File: src/rtl/sync_fifo_if.sv
// rtl/sync_fifo_if.sv - FIFO write/read handshake and status bundle
interface sync_fifo_if #(
  parameter int WIDTH = 8,
  parameter int DEPTH = 16
);
  logic                       wr_en;
  logic [WIDTH-1:0]           wdata;
  logic                       rd_en;
  logic [WIDTH-1:0]           rdata;
  logic                       full;
  logic                       empty;
  logic                       almost_full;
  logic                       almost_empty;
  logic [$clog2(DEPTH+1)-1:0] count;
  logic                       overflow;
  logic                       underflow;

  // Driver side: issues requests, observes data and status.
  modport master (
    output wr_en, wdata, rd_en,
    input  rdata, full, empty, almost_full, almost_empty, count, overflow, underflow
  );

  // FIFO side: services requests, reports data and status.
  modport slave (
    input  wr_en, wdata, rd_en,
    output rdata, full, empty, almost_full, almost_empty, count, overflow, underflow
  );
endinterface

File: src/rtl/sync_fifo.sv
// rtl/sync_fifo.sv - single-clock FIFO with registered data and status flags
module sync_fifo #(
  parameter int WIDTH    = 8,
  parameter int DEPTH    = 16,
  parameter int AF_LEVEL = 14,
  parameter int AE_LEVEL = 2
) (
  input  logic      clk,
  input  logic      rst,
  sync_fifo_if.slave bus
);
  localparam int CW = $clog2(DEPTH + 1);
  localparam int PW = $clog2(DEPTH);

  logic [WIDTH-1:0] mem [0:DEPTH-1];
  logic [PW-1:0]    wr_ptr, rd_ptr;
  logic [PW-1:0]    wr_ptr_nxt, rd_ptr_nxt;
  logic [CW-1:0]    count_q, count_nxt;
  logic [WIDTH-1:0] rdata_q;
  logic             full_q, empty_q, almost_full_q, almost_empty_q;
  logic             overflow_q, underflow_q;
  logic             wr_acc, rd_acc;

  // Requests are qualified by the registered flags, so a rejected request has no side effects.
  always_comb begin
    wr_acc     = bus.wr_en & ~full_q;
    rd_acc     = bus.rd_en & ~empty_q;
    wr_ptr_nxt = (wr_ptr == PW'(DEPTH - 1)) ? '0 : wr_ptr + PW'(1);
    rd_ptr_nxt = (rd_ptr == PW'(DEPTH - 1)) ? '0 : rd_ptr + PW'(1);
    count_nxt  = count_q;
    case ({wr_acc, rd_acc})
      2'b10:   count_nxt = count_q + CW'(1);
      2'b01:   count_nxt = count_q - CW'(1);
      default: count_nxt = count_q;
    endcase
  end

  // Storage array: not cleared by reset, and never written while reset is asserted.
  always_ff @(posedge clk) begin
    if (rst && wr_acc) begin
      mem[wr_ptr] <= bus.wdata;
    end
  end

  // Pointers, occupancy, read data and flags; flags follow next-count so they track count exactly.
  always_ff @(posedge clk) begin
    if (!rst) begin
      wr_ptr         <= '0;
      rd_ptr         <= '0;
      count_q        <= '0;
      rdata_q        <= '0;
      full_q         <= 1'b0;
      empty_q        <= 1'b1;
      almost_full_q  <= 1'b0;
      almost_empty_q <= 1'b1;
      overflow_q     <= 1'b0;
      underflow_q    <= 1'b0;
    end else begin
      if (wr_acc) begin
        wr_ptr <= wr_ptr_nxt;
      end
      if (rd_acc) begin
        rd_ptr  <= rd_ptr_nxt;
        rdata_q <= mem[rd_ptr];
      end
      count_q        <= count_nxt;
      full_q         <= (count_nxt == CW'(DEPTH));
      empty_q        <= (count_nxt == '0);
      almost_full_q  <= (count_nxt >= CW'(AF_LEVEL));
      almost_empty_q <= (count_nxt <= CW'(AE_LEVEL));
      overflow_q     <= bus.wr_en & full_q;
      underflow_q    <= bus.rd_en & empty_q;
    end
  end

  assign bus.rdata        = rdata_q;
  assign bus.count        = count_q;
  assign bus.full         = full_q;
  assign bus.empty        = empty_q;
  assign bus.almost_full  = almost_full_q;
  assign bus.almost_empty = almost_empty_q;
  assign bus.overflow     = overflow_q;
  assign bus.underflow    = underflow_q;
endmodule

File: src/flat_wrapper.sv
// flat-port wrapper written by rule: the top's interface ports become plain ports
module sync_fifo_flat 
#(
  parameter int WIDTH    = 8,
  parameter int DEPTH    = 16,
  parameter int AF_LEVEL = 14,
  parameter int AE_LEVEL = 2
)
  (clk, rst, bus_wr_en, bus_wdata, bus_rd_en, bus_rdata, bus_full, bus_empty, bus_almost_full, bus_almost_empty, bus_count, bus_overflow, bus_underflow);
  sync_fifo_if #(.WIDTH(WIDTH), .DEPTH(DEPTH)) bus_i ();
  input  logic clk;
  input  logic rst;
  input wire logic [$bits(bus_i.wr_en)-1:0] bus_wr_en;
  input wire logic [$bits(bus_i.wdata)-1:0] bus_wdata;
  input wire logic [$bits(bus_i.rd_en)-1:0] bus_rd_en;
  output wire logic [$bits(bus_i.rdata)-1:0] bus_rdata;
  output wire logic [$bits(bus_i.full)-1:0] bus_full;
  output wire logic [$bits(bus_i.empty)-1:0] bus_empty;
  output wire logic [$bits(bus_i.almost_full)-1:0] bus_almost_full;
  output wire logic [$bits(bus_i.almost_empty)-1:0] bus_almost_empty;
  output wire logic [$bits(bus_i.count)-1:0] bus_count;
  output wire logic [$bits(bus_i.overflow)-1:0] bus_overflow;
  output wire logic [$bits(bus_i.underflow)-1:0] bus_underflow;
  assign bus_i.wr_en = bus_wr_en;
  assign bus_i.wdata = bus_wdata;
  assign bus_i.rd_en = bus_rd_en;
  assign bus_rdata = bus_i.rdata;
  assign bus_full = bus_i.full;
  assign bus_empty = bus_i.empty;
  assign bus_almost_full = bus_i.almost_full;
  assign bus_almost_empty = bus_i.almost_empty;
  assign bus_count = bus_i.count;
  assign bus_overflow = bus_i.overflow;
  assign bus_underflow = bus_i.underflow;
  sync_fifo #(.WIDTH(WIDTH), .DEPTH(DEPTH), .AF_LEVEL(AF_LEVEL), .AE_LEVEL(AE_LEVEL)) u_core (.clk(clk), .rst(rst), .bus(bus_i));
endmodule
File: config.mk
export PLATFORM = sky130hd
export DESIGN_NAME = sync_fifo_flat
export DESIGN_NICKNAME = d
export VERILOG_FILES = /design/src/rtl/sync_fifo_if.sv /design/src/rtl/sync_fifo.sv /design/src/flat_wrapper.sv
export SDC_FILE = /design/constraint.sdc
export NUM_CORES = 1
export LEC_CHECK = 0
export ABC_AREA = 0
export BUFFER_PORTS_ARGS = -buffer_cell sky130_fd_sc_hd__buf_2
export CAP_MARGIN = 20
export CELL_PAD_IN_SITES_DETAIL_PLACEMENT = 0
export CELL_PAD_IN_SITES_GLOBAL_PLACEMENT = 2
export CORE_UTILIZATION = 42
export CTS_CLUSTER_SIZE = 40
export DETAILED_ROUTE_END_ITERATION = 8
export MAX_ROUTING_LAYER = met4
export PLACE_DENSITY = 0.78
export SYNTH_ARGS = -nofsm -noshare
export SYNTH_HDL_FRONTEND = slang
export SYNTH_SLANG_ARGS = --single-unit
File: constraint.sdc
create_clock -name clk -period 2.4 [get_ports clk]
set_input_delay 0.48 -clock clk [delete_from_list [all_inputs] [get_ports clk]]
set_output_delay 0.48 -clock clk [all_outputs]
set_load 0.01 [all_outputs]
* Word-level counts from Yosys, hierarchy flattened
Memories as Yosys holds them, arrays and structs flattened. A register that Yosys moved wholly into a read port is not among the register bits.
Cells that the tools add are included.
** Word-level totals
- Register bits after elaboration :: 19
- Bits in latches :: 0
- Bits in writable memories :: 128
- Memory bits (read-only) :: 0
- Input bits :: 12
- Output and inout port bits :: 19
- Memories :: 1
** Cells by class
- Add/subtract/negate cells :: 4
- Multipliers :: 0
- Divide/modulo/power cells :: 0
- Order comparisons :: 2
- Equal/unequal tests :: 5
- Shift-type cells :: 0
- Muxes and demuxes :: 5
- Bitwise gates (word level) :: 6
- Reduce and logical (&&, ||, !) cells :: 3
** Memories
- u_core.mem :: words 16, width 8, read ports 1, clocked after Yosys merged registers in 1, write ports 1, RTL line sync_fifo.sv:15 : logic [WIDTH-1:0] mem [0:DEPTH-1];
** Operators with widths (count)
- 5-bit case mux with 2 select lines :: 1
- 4-bit by 1-bit adder with 4-bit output, second input constant :: 2
- 4-bit == test, second input constant :: 2
- 4-bit two-way mux :: 2
- 5-bit by 1-bit adder with 5-bit output, second input constant :: 1
- 5-bit == test, second input constant :: 1
- 5-bit by 4-bit greater-or-equal comparator with 1-bit output, second input constant :: 1
- 5-bit by 2-bit less-or-equal comparator with 1-bit output, second input constant :: 1
- 5-bit zero test :: 1
- 5-bit by 1-bit subtractor with 5-bit output, second input constant :: 1
- 1-bit AND :: 4
- 2-bit by 1-bit == test with 1-bit output, second input constant :: 1
- 2-bit == test, second input constant :: 1
- 1-bit two-way mux :: 2
- 1-bit NOT :: 2
- 1-bit logical AND :: 1
- 1-bit zero test :: 1

* Longest topological paths before layout
- Depth after elaboration :: 5
- Depth in mapped cells :: 12
- Gate-level depth less buffers :: 11

* Least setup slack after synthesis
No wires, ideal clock.
- Kind :: in2reg
- From :: input bus_wr_en
- To :: register u_core.empty_q (netlist: u_core.bus.empty)
- Arrival time :: 2.194 ns
- Required time :: 2.262 ns
- Slack :: 0.067 ns
- Stages on the path :: 12
- Path buffers :: 1
- Cells stage by stage :: nor2b_4 buf_6 clkinv_4 nand2_1 xnor2_1 ha_1 and4b_1 o22ai_1 a31oi_1 mux2i_1 a21o_1 a21oi_1
** Between the ends
- Cells in the longest elaborated chain, start to end :: 4
- Elaborated cells between the ends (all ways) :: 5
- Those cells by class :: 2 x eq/ne; 1 x mux; 1 x bitwise; 1 x reduce/logical
** Ends and longest elaborated chain
- start: declaration :: RTL line flat_wrapper.sv:13 : input wire logic [$bits(bus_i.wr_en)-1:0] bus_wr_en;
- 1-bit AND (*) :: RTL line sync_fifo.sv:26 : wr_acc = bus.wr_en & ~full_q;
- 2-bit by 1-bit == test with 1-bit output or 2-bit == test (tied branches) :: RTL line sync_fifo.sv:31 : case ({wr_acc, rd_acc})
- 5-bit case mux with 2 select lines (*) :: RTL line sync_fifo.sv:31
- 5-bit zero test (*) :: RTL line sync_fifo.sv:68 : empty_q <= (count_nxt == '0);
- end signal: assignment :: RTL line sync_fifo.sv:68
- end: declaration :: RTL line sync_fifo.sv:20 : logic full_q, empty_q, almost_full_q, almost_empty_q;
Mark *: on every way between the ends. The rest lies on a longest branch, timed or not.
A chain may end at the register's enable or synchronous reset.

* Final worst setup path
- From :: register u_core.empty_q (netlist: u_core.bus.empty)
- To :: register u_core.empty_q (netlist: u_core.bus.empty)
** Between the ends
- Cells in the longest elaborated chain, start to end :: 5
- Elaborated cells between the ends (all ways) :: 6
- Those cells by class :: 2 x eq/ne; 1 x mux; 2 x bitwise; 1 x reduce/logical
** Ends and longest elaborated chain
- 1-bit NOT (*) :: RTL line sync_fifo.sv:27 : rd_acc = bus.rd_en & ~empty_q;
- 1-bit AND (*) :: RTL line sync_fifo.sv:27
- 2-bit by 1-bit == test with 1-bit output or 2-bit == test (tied branches) :: RTL line sync_fifo.sv:31
- 5-bit case mux with 2 select lines (*) :: RTL line sync_fifo.sv:31
- 5-bit zero test (*) :: RTL line sync_fifo.sv:68
Marked as above.

==> out/results.tsv <==
metric	value	unit
status	finished clean	
Final setup violation count	0	
sequential area share after synthesis	0.693	
Seq cells post-synth	155	
Placer Congestion	0.739	
Clk Latency, worst-skew pair	0.42	ns
Synth area leader	edfxtp_1	
sw power	0.00178	W
Synth async-reset ratio	0	
Filler cells	1149	
die footprint	15600	sq um
Crit. End Element	register	
Final Power	0.00701	W
CORE AREA	14600	sq um
Max Slew Vio Count	0	
post-synthesis cell count	363	
Port-buffer cells	30	
Non-Filler Instances	616	
Antenna Cells	0	
Synth Warn #	0	
Cell variety after synth	46	
initial antenna violation count	0	
Max Clk Rate	452	MHz
Sw Ratio	0.255	
Static Leak	2.55	nW
Pwr Density	940	nW/um^2
worst slack at placement	-0.00492	ns
top fanout value on the critical path	5	
Worst R2R Start	u_core.bus.empty	
nets@finish	438	
Cell Int Power	0.00522	W
largest net degree at the start of global routing	38	
syn_nets	382	
Initial Util	0.434	
total number of vias	3274	
worst setup path endpoint	u_core.bus.empty	
arrival time at the worst endpoint	2.51	ns
first-pass GRT wire length	19.1	mm
R2R Path End	u_core.bus.empty	
Clock Power Share	0.394	
r2r worst-path depth	9	
fraction of the cycle the final worst path needs	0.922	
Placed Area	6840	sq um
maxcap violations	0	
number of setup buffers added after CTS	0	
number of DRC markers in iteration 0	225	
Final WS setup	0.188	ns
Synth Flop Type	edfxtp_1	
Clock Path Buffers	2	
maximum vdd ir drop	541	uV
Routed WL	12.1	mm
Avg Cell Area, Syn	17.4	sq um
Rel. slew slack	0.568	
RSZ-0062 raised after global routing	false	
crit start category	register	
vias in the first global route	3265	
fraction of layout cells with a size suffix above 1	0.319	
Combinational Power Share	0.161	
crit path max-delay cell type	or4_4	
Synth-to-Final Area Change	17.8	%
TritonCTS Buffers	17	
placed cells	584	
Die Y	125	um
final period demand of the worst path	2.21	ns
CTS clk-pin slew, worst paths	0.06	ns
Worst EP required	2.70	ns
DR vias/cell	5.31	
crit-path max cell delay	0.57	ns
worst-margin pin slew	0.647	ns
Worst setup startpoint	u_core.bus.empty	
Commonest cells post-synth	edfxtp_1 (128), mux4_2 (40), nand2_1 (28), dfxtp_1 (27), and2_1 (23)	
Syn Std Cell Area	6320	sq um
clk sink count	155	
DRC	0	
Top Ports	31	
antenna viol nets, final	0	
DR pass1 iterations	4	
HP Class	primary input to register	
GRT Util Overall	0.172	
top area cells in the synthesized netlist	edfxtp_1 (61%), mux4_2 (14%), dfxtp_1 (8.5%), and2_1 (2.3%), nand2_1 (1.7%)	
Die Wd	125	um
post-cts resize count	0	
FP Rows	44	
endpoints failing hold	0	
flop2flop setup slack	0.19	ns
Clock Root Buffer	clkbuf_16	
wire per inst	19.6	um
H-tree depth	4	
share of the synthesized area in the top cell type	0.608	
dpl hpwl	7.87	mm
grt ovf	0	
TritonCTS clock tree	yes	
Seq pwr share	0.445	
most frequent cell after synthesis	edfxtp_1	
Crit Path Class	register to register	
fin area	7450	sq um
CTS Hold Bufs	0	
CP cell instances	nand2b_4, inv_2, ha_1, a221oi_2, or4_4, buf_4, a21o_1, a21boi_1, a21oi_1	
Clock Skews	0.00802	ns
Post-synth EDFFs	128	
==> placed cells by master, fill, tap and decap left out, drive strengths merged, types with 6 or more instances in the layout <==
| master | synthesis | layout |
|---|---|---|
| a21oi | 9 | 9 |
| and2 | 23 | 23 |
| buf | 10 | 56 |
| clkbuf | 9 | 18 |
| dfxtp | 27 | 27 |
| edfxtp | 128 | 128 |
| ha | 7 | 7 |
| inv | 6 | 12 |
| mux4 | 40 | 40 |
| nand2 | 28 | 28 |
| nand3 | 9 | 9 |
| nor2 | 8 | 8 |
| xnor2 | 6 | 6 |
==> worst max-delay path, delay by kind of cell (launching register included) <==
kind | cells | cell delay [ns]
buf+inv | 2 | 0.25
compound gates | 4 | 0.58
simple gates | 2 | 0.72
flops | 1 | 0.34
fa+ha+maj | 1 | 0.21
==> final cells by class <==
class	instances	area [sq um]	share of cell area
multi-input cells	182	1820	0.244
well taps	184	230	0.0309
flip-flops and latches	155	4390	0.588
clock buffers	18	429	0.0576
clock inverters	14	185	0.0248
inverters	7	31.3	0.00420
repair buffers	56	370	0.0497
==> cell families (layout without fill, tap and decap cells) <==
| group | after synthesis | after routing | synth area share |
|---|---|---|---|
| compound gates | 30 | 30 | 0.0334 |
| xor+xnor | 7 | 7 | 0.0109 |
| fa+ha+maj | 7 | 7 | 0.0138 |
| buf+inv | 26 | 95 | 0.0188 |
| flops | 155 | 155 | 0.693 |
| mux | 42 | 42 | 0.146 |
| simple gates | 96 | 96 | 0.0843 |
==> how the worst min path moves through the flow <==
stage / start / end / slack (ns) / cells past startpoint
floorplan: u_core.bus.rdata[0] / u_core.bus.rdata[0] / 0.48 / 2
global placement: u_core.bus.rdata[1] / u_core.bus.rdata[1] / 0.44 / 2
detailed placement: u_core.bus.rdata[1] / u_core.bus.rdata[1] / 0.44 / 2
CTS: bus_wr_en / u_core.bus.overflow / 0.29 / 2
global route: bus_wr_en / u_core.bus.overflow / 0.31 / 2
finish: bus_wr_en / u_core.bus.overflow / 0.31 / 2
==> through the flow <==
step                utilization  hold slack (ns)  setup TNS (ns)
CTS                       0.511            0.287               0
global route              0.511            0.308               0
detailed placement        0.469            0.443        -0.00492
finish                    0.511            0.305               0
floorplan                     -            0.478               0
global placement          0.469            0.440               0
==> registers in the layout, indices dropped and copies added (netlist names) <==
name / cells
u_core.rd_ptr: 4
u_core.bus.overflow: 1
u_core.bus.full: 1
u_core.bus.almost_empty: 1
u_core.bus.almost_full: 1
u_core.bus.rdata: 8
u_core.bus.count: 5
u_core.bus.empty: 1
u_core.mem: 128
u_core.wr_ptr: 4
u_core.bus.underflow: 1
==> metal layers <==
metal	part of all wire	vias up	track usage
li1	-	1541	-
met4	0.0075	0	0.0659
met3	0.030	6	0.0387
met2	0.46	62	0.241
met1	0.50	1665	0.245
met5	0	-	-
==> power by group through the flow <==
stage | registers, W | logic (W) | clock network, W
floorplan | 0.00316 | 0.000755 | 0
global placement | 0.00317 | 0.00113 | 0
detailed placement | 0.00317 | 0.00114 | 0
CTS | 0.00311 | 0.00114 | 0.00282
global route | 0.00313 | 0.00124 | 0.00291
finish | 0.00312 | 0.00113 | 0.00276
Note: power is estimated with default switching activity, not from simulation.
